**src/rtl/dot_product_pkg.sv**
```systemverilog
// Shared width helpers and saturation bounds for the dot-product datapath.
// Bounds are held in 64-bit signed form, so OUT_WIDTH and ACC_W must stay below 63.
package dot_product_pkg;

  function automatic int unsigned clog2(input int unsigned value);
    int unsigned res;
    res = 0;
    while ((1 << res) < value) begin
      res = res + 1;
    end
    return res;
  endfunction

  function automatic int unsigned prod_width(input int unsigned a_w, input int unsigned b_w);
    return a_w + b_w;
  endfunction

  // One guard bit for subtraction, plus log2(N) bits of growth so the sum never wraps.
  function automatic int unsigned acc_width(input int unsigned a_w, input int unsigned b_w,
                                            input int unsigned n_terms);
    return prod_width(a_w, b_w) + 1 + clog2(n_terms);
  endfunction

  function automatic logic signed [63:0] sat_hi(input int unsigned out_w, input bit out_signed);
    return out_signed ? (64'sd1 <<< (out_w - 1)) - 64'sd1 : (64'sd1 <<< out_w) - 64'sd1;
  endfunction

  function automatic logic signed [63:0] sat_lo(input int unsigned out_w, input bit out_signed);
    return out_signed ? -(64'sd1 <<< (out_w - 1)) : 64'sd0;
  endfunction

endpackage

```
**src/rtl/dot_product_pipe_round_sat.sv**
```systemverilog
// Combinational round-half-up, arithmetic right shift and clamp with an overflow flag.
// Shared by colour-path blocks that narrow a wide signed accumulator.
module round_sat
  import dot_product_pkg::*;
#(
  parameter int unsigned ACC_W      = 20,
  parameter int unsigned SHIFT      = 0,
  parameter int unsigned OUT_WIDTH  = 20,
  parameter bit          OUT_SIGNED = 1'b1
) (
  input  logic [ACC_W-1:0]     sum_i,
  output logic [OUT_WIDTH-1:0] y_o,
  output logic                 ovf_o
);

  localparam int unsigned      HalfPos = (SHIFT == 0) ? 0 : SHIFT - 1;
  localparam logic [ACC_W:0]   Half    = (SHIFT == 0) ? '0 : ((ACC_W + 1)'(1) << HalfPos);
  localparam logic signed [63:0] SatHi = sat_hi(OUT_WIDTH, OUT_SIGNED);
  localparam logic signed [63:0] SatLo = sat_lo(OUT_WIDTH, OUT_SIGNED);

  logic [ACC_W:0]        rnd;
  logic signed [ACC_W:0] shifted;
  logic signed [63:0]    r_ext;

  always_comb begin
    // One extra bit so adding the half-LSB cannot wrap.
    rnd     = {sum_i[ACC_W-1], sum_i} + Half;
    shifted = $signed(rnd) >>> SHIFT;
    r_ext   = {{(63 - ACC_W){shifted[ACC_W]}}, shifted};
    y_o     = r_ext[OUT_WIDTH-1:0];
    ovf_o   = 1'b0;
    if (r_ext > SatHi) begin
      y_o   = SatHi[OUT_WIDTH-1:0];
      ovf_o = 1'b1;
    end else if (r_ext < SatLo) begin
      y_o   = SatLo[OUT_WIDTH-1:0];
      ovf_o = 1'b1;
    end
  end

endmodule

```
**src/rtl/dot_product_pipe.sv**
```systemverilog
// Three-stage pipelined N-term dot product with per-term add/subtract, valid/ready
// handshake, rounding shift and output saturation.
module dot_product_pipe
  import dot_product_pkg::*;
#(
  parameter int unsigned N_TERMS    = 3,
  parameter int unsigned A_WIDTH    = 8,
  parameter int unsigned B_WIDTH    = 9,
  parameter bit          A_SIGNED   = 1'b0,
  parameter bit          B_SIGNED   = 1'b1,
  parameter int unsigned SHIFT      = 0,
  parameter int unsigned OUT_WIDTH  = 20,
  parameter bit          OUT_SIGNED = 1'b1
) (
  input  logic                         clk,
  input  logic                         reset,
  input  logic                         in_valid,
  output logic                         in_ready,
  input  logic [N_TERMS*A_WIDTH-1:0]   a,
  input  logic [N_TERMS*B_WIDTH-1:0]   b,
  input  logic [N_TERMS-1:0]           sub_mask,
  output logic                         out_valid,
  input  logic                         out_ready,
  output logic [OUT_WIDTH-1:0]         y,
  output logic                         overflow
);

  localparam int unsigned PW    = prod_width(A_WIDTH, B_WIDTH);
  localparam int unsigned MW    = PW + 1;
  localparam int unsigned ACC_W = acc_width(A_WIDTH, B_WIDTH, N_TERMS);
  localparam bit          ProdSigned = A_SIGNED || B_SIGNED;

  logic                 en;
  logic                 v1_d, v1_q, v2_d, v2_q, ov_d, ov_q;
  logic [N_TERMS-1:0]   mask_d, mask_q;
  logic [ACC_W-1:0]     partial [N_TERMS+1];
  logic [ACC_W-1:0]     sum_d, sum_q;
  logic [OUT_WIDTH-1:0] y_d, y_q;
  logic                 ovf_d, ovf_q;

  // Every stage advances together; a stalled output freezes the whole pipe.
  assign en       = !ov_q || out_ready;
  assign in_ready = en;

  assign partial[0] = '0;

  for (genvar i = 0; i < N_TERMS; i++) begin : g_term
    logic signed [MW-1:0] a_ext, b_ext;
    logic [PW-1:0]        prod_d, prod_q;
    logic [ACC_W-1:0]     term;

    // Unsigned operands gain a zero MSB so one signed multiplier covers every mix.
    always_comb begin
      a_ext  = {{(MW - A_WIDTH){A_SIGNED & a[i*A_WIDTH + A_WIDTH - 1]}}, a[i*A_WIDTH +: A_WIDTH]};
      b_ext  = {{(MW - B_WIDTH){B_SIGNED & b[i*B_WIDTH + B_WIDTH - 1]}}, b[i*B_WIDTH +: B_WIDTH]};
      prod_d = PW'(a_ext * b_ext);
      term   = {{(ACC_W - PW){ProdSigned & prod_q[PW-1]}}, prod_q};
    end

    always_ff @(posedge clk) begin
      if (en) begin
        prod_q <= prod_d;
      end
    end

    assign partial[i+1] = mask_q[i] ? partial[i] - term : partial[i] + term;
  end

  always_comb begin
    v1_d   = in_valid;
    mask_d = sub_mask;
    v2_d   = v1_q;
    sum_d  = partial[N_TERMS];
    ov_d   = v2_q;
  end

  round_sat #(
    .ACC_W      (ACC_W),
    .SHIFT      (SHIFT),
    .OUT_WIDTH  (OUT_WIDTH),
    .OUT_SIGNED (OUT_SIGNED)
  ) u_round_sat (
    .sum_i (sum_q),
    .y_o   (y_d),
    .ovf_o (ovf_d)
  );

  always_ff @(posedge clk) begin
    if (reset) begin
      v1_q  <= 1'b0;
      v2_q  <= 1'b0;
      ov_q  <= 1'b0;
      y_q   <= '0;
      ovf_q <= 1'b0;
    end else if (en) begin
      v1_q   <= v1_d;
      mask_q <= mask_d;
      v2_q   <= v2_d;
      sum_q  <= sum_d;
      ov_q   <= ov_d;
      y_q    <= y_d;
      ovf_q  <= ovf_d;
    end
  end

  assign out_valid = ov_q;
  assign y         = y_q;
  assign overflow  = ovf_q;

endmodule

```
**config.mk**
```make
export PLATFORM = sky130hd
export DESIGN_NAME = dot_product_pipe
export DESIGN_NICKNAME = d
export VERILOG_FILES = /design/src/rtl/dot_product_pkg.sv /design/src/rtl/dot_product_pipe_round_sat.sv /design/src/rtl/dot_product_pipe.sv
export SDC_FILE = /design/constraint.sdc
export NUM_CORES = 1
export LEC_CHECK = 0
export BUFFER_PORTS_ARGS = -buffer_cell sky130_fd_sc_hd__buf_2
export CAP_MARGIN = 15
export CORE_MARGIN = 2
export CORE_UTILIZATION = 45
export CTS_BUF_LIST = sky130_fd_sc_hd__clkbuf_8
export CTS_CLUSTER_SIZE = 25
export DETAILED_ROUTE_END_ITERATION = 8
export PLACE_DENSITY = 0.71
export SLEW_MARGIN = 20
export SYNTH_ARGS = -nofsm -noshare
export SYNTH_HDL_FRONTEND = slang
export SYNTH_SLANG_ARGS = --single-unit
```
**constraint.sdc**
```tcl
create_clock -name clk -period 15.6 [get_ports clk]
set_clock_uncertainty 0.05 [all_clocks]
set_input_delay 1.56 -clock clk [delete_from_list [all_inputs] [get_ports clk]]
set_output_delay 1.56 -clock clk [all_outputs]
set_load 0.01 [all_outputs]
```
-- Word level (Yosys, flattened, before mapping)
Index checks and enable logic that the tools add are counted.
W data, S select, Z words.
- register bits: 98
- bits in latches: 0
- bits in writable memories: 0
- ROM bits: 0
- input bits: 58
- word-level logic and storage cells: 31
- memories kept: 0
- add/subtract/negate cells: 5
- multiply operators: 3
- divide/modulo/power cells: 0
- order comparisons: 2
- equality and inequality tests: 0
- shift operators: 0
- multiplexer cells: 7
- bitwise logic cells: 1
- reduce and logical (&&, ||, !) cells: 3
- operator list (cell ; number):
    $mux W20 ; 5
    $mul A9 B9 Y17 ; 3
    $add A20 B20 Y20 ; 2
    $sub A20 B20 Y20 ; 2
    $gt A20 B20 Y1 const B ; 1
    $lt A20 B20 Y1 const B ; 1
    $sub A1 B17 Y18 const A ; 1
    $mux W1 ; 2
    $reduce_and A2 Y1 ; 1
    $logic_not A1 Y1 ; 1
    $logic_or A1 B1 Y1 ; 1
    $not A1 Y1 ; 1

-- Longest topological paths before layout
- depth after elaboration: 6
- gate-level depth with buffers: 21
- depth with buffers taken out: 21

-- Cells and area by module
From an unflattened synthesis, not the netlist that was laid out.
- cell total of the unflattened synthesis: 1470
- area total of the unflattened synthesis: 13344.0 um2
- modules (own cells, without submodules) (module ; times used ; cells each ; area each (um2)):
    dot_product_pipe ; 1 ; 1448 ; 13257.7
    round_sat ; 1 ; 22 ; 86.3

-- Worst setup path after synthesis
No wires, ideal clock.
- kind: input -> register
- start: input a[12]
- end: register g_term[1].prod_q[15] (data pin)
- setup time: 0.135 ns
- arrival time: 6.141 ns
- path slack: 9.274 ns
- cell stages on the path: 19
- cell sequence: clkbuf_1 -> nand2_1 -> fa_1 -> fa_1 -> inv_1 -> ha_1 -> inv_1 -> fa_1 -> inv_1 -> ha_1 -> ha_1 -> fa_1 -> a21o_1 -> a21oi_1 -> o21bai_1 -> a21oi_1 -> o21ai_0 -> or4b_2 -> nand3_1
- word-level cells in the longest chain between the ends: 1
- RTL lines (element ; RTL line ; RTL):
    from (decl) ; dot_product_pipe.sv:19 ; input logic [N_TERMS*A_WIDTH-1:0] a,
    $mul A9 B9 Y17 ; dot_product_pipe.sv:56 ; prod_d = PW'(a_ext * b_ext);
    net g_term[1].prod_d[15] ; dot_product_pipe.sv:49 ; logic [PW-1:0] prod_d, prod_q;
    to (signal assigned) ; dot_product_pipe.sv:62 ; prod_q <= prod_d;
    to (decl) ; dot_product_pipe.sv:49 ;
The timed path passes the listed nets, and every way through them passes these cells.
A chain may end at the register's enable or synchronous reset.

-- Worst setup path in the final report
- start: input b[17]
- end: register g_term[1].prod_q[15] (data pin)
- word-level cells in the longest chain between the ends: 1
- RTL lines (element ; RTL line ; RTL):
    from (decl) ; dot_product_pipe.sv:20 ; input logic [N_TERMS*B_WIDTH-1:0] b,
    $mul A9 B9 Y17 ; dot_product_pipe.sv:56 ;
    net g_term[1].prod_d[15] ; dot_product_pipe.sv:49 ;
The timed path passes the listed nets, and every way through them passes these cells.

==> metrics.md <==
| Metric | Value |
|---|---|
| Largest net degree at the start of global routing | `76` |
| Overall routing resource usage | `0.1670` |
| Synthesized area per cell | `9.315 sq um` |
| Cell Chain, Critical Path | `buf_2, nand2b_1, fa_1, fa_1, inv_1, fa_1, fa_1, fa_1, ha_1, a21oi_1, o21bai_1, a21oi_1, o21ai_0, or4b_2, nand3_1` |
| First-pass GRT wire length | `42680 um` |
| Clk_lat worst skew | `0.38 ns` |
| Unique masters post-synth | `64` |
| Crit-path max cell delay | `0.64 ns` |
| Clock power share | `0.054` |
| Hold Crit Class | `reg -> reg` |
| Setup CP Type | `in -> reg` |
| Post-route ant nets | `0` |
| 1st-iter DRT viols | `470` |
| Startpoint types | `input port` |
| Slowest library cell on the worst path | `or4b_2` |
| Area Growth Syn to Fin | `7.452%` |
| Primary FF master, synth | `edfxtp_1` |
| Status | `finished clean` |
| Max-slew violations | `0` |
| DRC viols | `0` |
| H-tree Lvls | `3` |
| Chip width | `174.6 um` |
| Logic pwr share | `0.753` |
| Vias per Instance | `5.148` |
| LEAKAGE | `6.866 nW` |
| Peak supply drop | `167.8 uV` |
| CTS Buf Count | `9` |
| Sequential power share | `0.193` |
| Pre-CTS setup slack | `9.038 ns` |
| Max clock buf depth | `2` |
| Sequential fraction of the synthesis area | `0.2064` |
| # fillers | `2739` |
| Std cell rows | `62` |
| Vias in the first global route | `9260` |
| Avg WL per Cell | `13.17 um` |
| Fin util | `0.4903` |
| Ports | `81` |
| Diode count | `0` |
| Post-synthesis instance total | `1406` |
| Critical Path RT | `15.80 ns` |
| Starting Density | `0.4563` |
| Hold WS | `0.4049 ns` |
| Chip Height | `174.6 um` |
| GP Congestion | `0.8373` |
| Initial antenna violation count | `0` |
| Die footprint | `30480 sq um` |
| Worst-margin pin slew | `0.8516 ns` |
| HPWL Detailed | `20380 um` |
| FF+latch count, synth | `98` |
| Minimum clock period | `6.185 ns` |
| Syn Std Cell Area | `13100 sq um` |
| YS warnings | `0` |
| Number of synthesized flops with an enable pin | `74` |
| Final worst setup slack | `9.415 ns` |
| Final setup vio count | `0` |
| Fin. Hold Viols | `0` |
| Max_cap viols | `0` |
| Congestion Overflow GR | `0` |
| RSZ-0062 raised after global routing | `no` |
| Max Fclk | `0.1617 GHz` |
| # hold bufs at CTS | `0` |
| DR vias | `9581` |
| Top cell family by delay on the critical path | `adder cells` |
| Sw frac | `0.4658` |
| Fraction of layout cells with a size suffix above 1 | `0.07583` |
| CTS tree | `built` |
| Synth async-reset ratio | `0` |
| Post-layout nets | `1849` |
| CTS clock-pin slew for the worst setup and hold paths | `0.09 ns` |
| Internal power | `1.617 mW` |
| Postcts setup bufs | `0` |
| Psw | `1.410 mW` |
| Max_slew headroom | `0.4323` |
| Worst Setup End Kind | `flip-flop` |
| CP max FO | `10` |
| Worst path most repeated cell | `fa_1` |
| Pwr Density | `215.1 nW/um^2` |
| Final period util | `0.3965` |
| Core area | `28700 sq um` |
| Final setup TNS | `0 ns` |
| Crit path buf inv count | `2` |
| IO buf count | `80` |
| Routed wire length | `24510 um` |
| Clock sink count | `98` |
| CTS Root Cell | `clkbuf_8` |
| PostCTS Resize Cnt | `0` |
| Initial DRT Pass Iterations | `5` |
| Arr. time, crit path | `6.38 ns` |
| Synthesized Nets | `1783` |
-- registers in the layout (all words and copies together), names as in the netlist --
signal / cells
y: 20
ov_d: 1
overflow: 1
g_term.prod_q: 51
sum_q: 20
mask_q: 3
v1_q: 1
out_valid: 1
-- area by class of cell --
class                      instances  area, sq um  share of cell area
timing repair buffer              82        415.4             0.02952
sequential                        98         2703              0.1921
clock buffer                       9        123.9            0.008802
multi-input combinational       1071         9487              0.6741
inverter                         210        788.3             0.05602
clock inverter                     7        75.07            0.005335
tap                              384        480.5             0.03414
-- layer usage --
layer / wire, um / share of wire / up-vias / track usage
met5: 0 / 0 / - / 0
met4: 205 / 0.0084 / 0 / 0.02569
met3: 938 / 0.038 / 18 / 0.02023
met2: 11510 / 0.47 / 174 / 0.2794
met1: 11850 / 0.48 / 4606 / 0.2379
li1: - / - / 4783 / -
-- cell usage in the layout (no fill, tap or decap), types with 9 or more instances in the layout --
| cell type | n |
|---|---|
| inv_1 | 209 |
| ha_1 | 188 |
| nand2_1 | 181 |
| fa_1 | 131 |
| xnor2_1 | 97 |
| a21oi_1 | 88 |
| and2_1 | 87 |
| buf_2 | 80 |
| edfxtp_1 | 74 |
| nor2_1 | 51 |
| o21ai_0 | 30 |
| a21o_1 | 25 |
| dfxtp_1 | 24 |
| nand2b_1 | 20 |
| nor2b_1 | 17 |
| nor3_1 | 17 |
| xor2_1 | 13 |
| o21a_1 | 12 |
| a31oi_1 | 10 |
| o21bai_1 | 9 |
| clkbuf_8 | 9 |
-- power by group through the flow --
stage               Combinational [mW]  Clock [mW]  Sequential [mW]
floorplan                         1.81           0            0.578
global placement                  2.20           0            0.585
detailed placement                2.25           0            0.589
CTS                               2.27       0.170            0.583
global route                      2.60       0.180            0.595
finish                            2.28       0.165            0.583
-- cell families (layout without fill, tap and decap cells) --
logic type	count (synthesis)	after routing	share of synthesized area
AO/OA/AOI/OAI	215	215	0.1036
AND/OR/NAND/NOR	420	420	0.1593
XOR/XNOR	112	112	0.07710
adder cells (fa/ha/maj)	319	319	0.3799
flip-flops	98	98	0.2064
multiplexers	5	5	0.004013
buffers and inverters	237	308	0.06984
-- tightest hold or removal path, stage by stage, from the launching register on --
cell     delay [ns]
dfxtp_1        0.32
nand2_1        0.05
a21oi_1        0.05
-- metrics by stage --
stage,area [sq um],std cells,total power [mW]
6_report,14070,1861,3.028
5_1_grt,14070,1861,3.371
4_1_cts,14070,1861,3.027
3_5_place_dp,13870,1845,2.836
3_3_place_gp,13870,1845,2.788
2_1_floorplan,13100,1406,2.392
-- Yosys cell counts (6+ instances only) --
library cell | count | area share
inv_1 | 210 | 0.060
ha_1 | 188 | 0.18
nand2_1 | 181 | 0.052
fa_1 | 131 | 0.20
xnor2_1 | 97 | 0.065
a21oi_1 | 88 | 0.034
and2_1 | 87 | 0.042
edfxtp_1 | 74 | 0.17
nor2_1 | 52 | 0.015
o21ai_0 | 30 | 0.011
a21o_1 | 25 | 0.014
dfxtp_1 | 24 | 0.037
clkbuf_1 | 22 | 0.0063
nand2b_1 | 20 | 0.0096
nor2b_1 | 17 | 0.0081
nor3_1 | 17 | 0.0065
xor2_1 | 13 | 0.0087
o21a_1 | 12 | 0.0069
a31oi_1 | 10 | 0.0048
o21bai_1 | 9 | 0.0052
nor4_1 | 8 | 0.0038
nand3_1 | 6 | 0.0023
o31ai_1 | 6 | 0.0034
-- path summary, 6_finish.rpt --
check | end | slack [ns] | depth (start not counted) | start
max reg2reg | sum_q[19] | 10.03 | 17 | mask_q[0]
min reg2reg | y[13] | 0.40 | 2 | y[13]
max | g_term[1].prod_q[15] | 9.41 | 15 | b[17]
min | y[13] | 0.40 | 2 | y[13]
(Power assumes the default switching activity.)
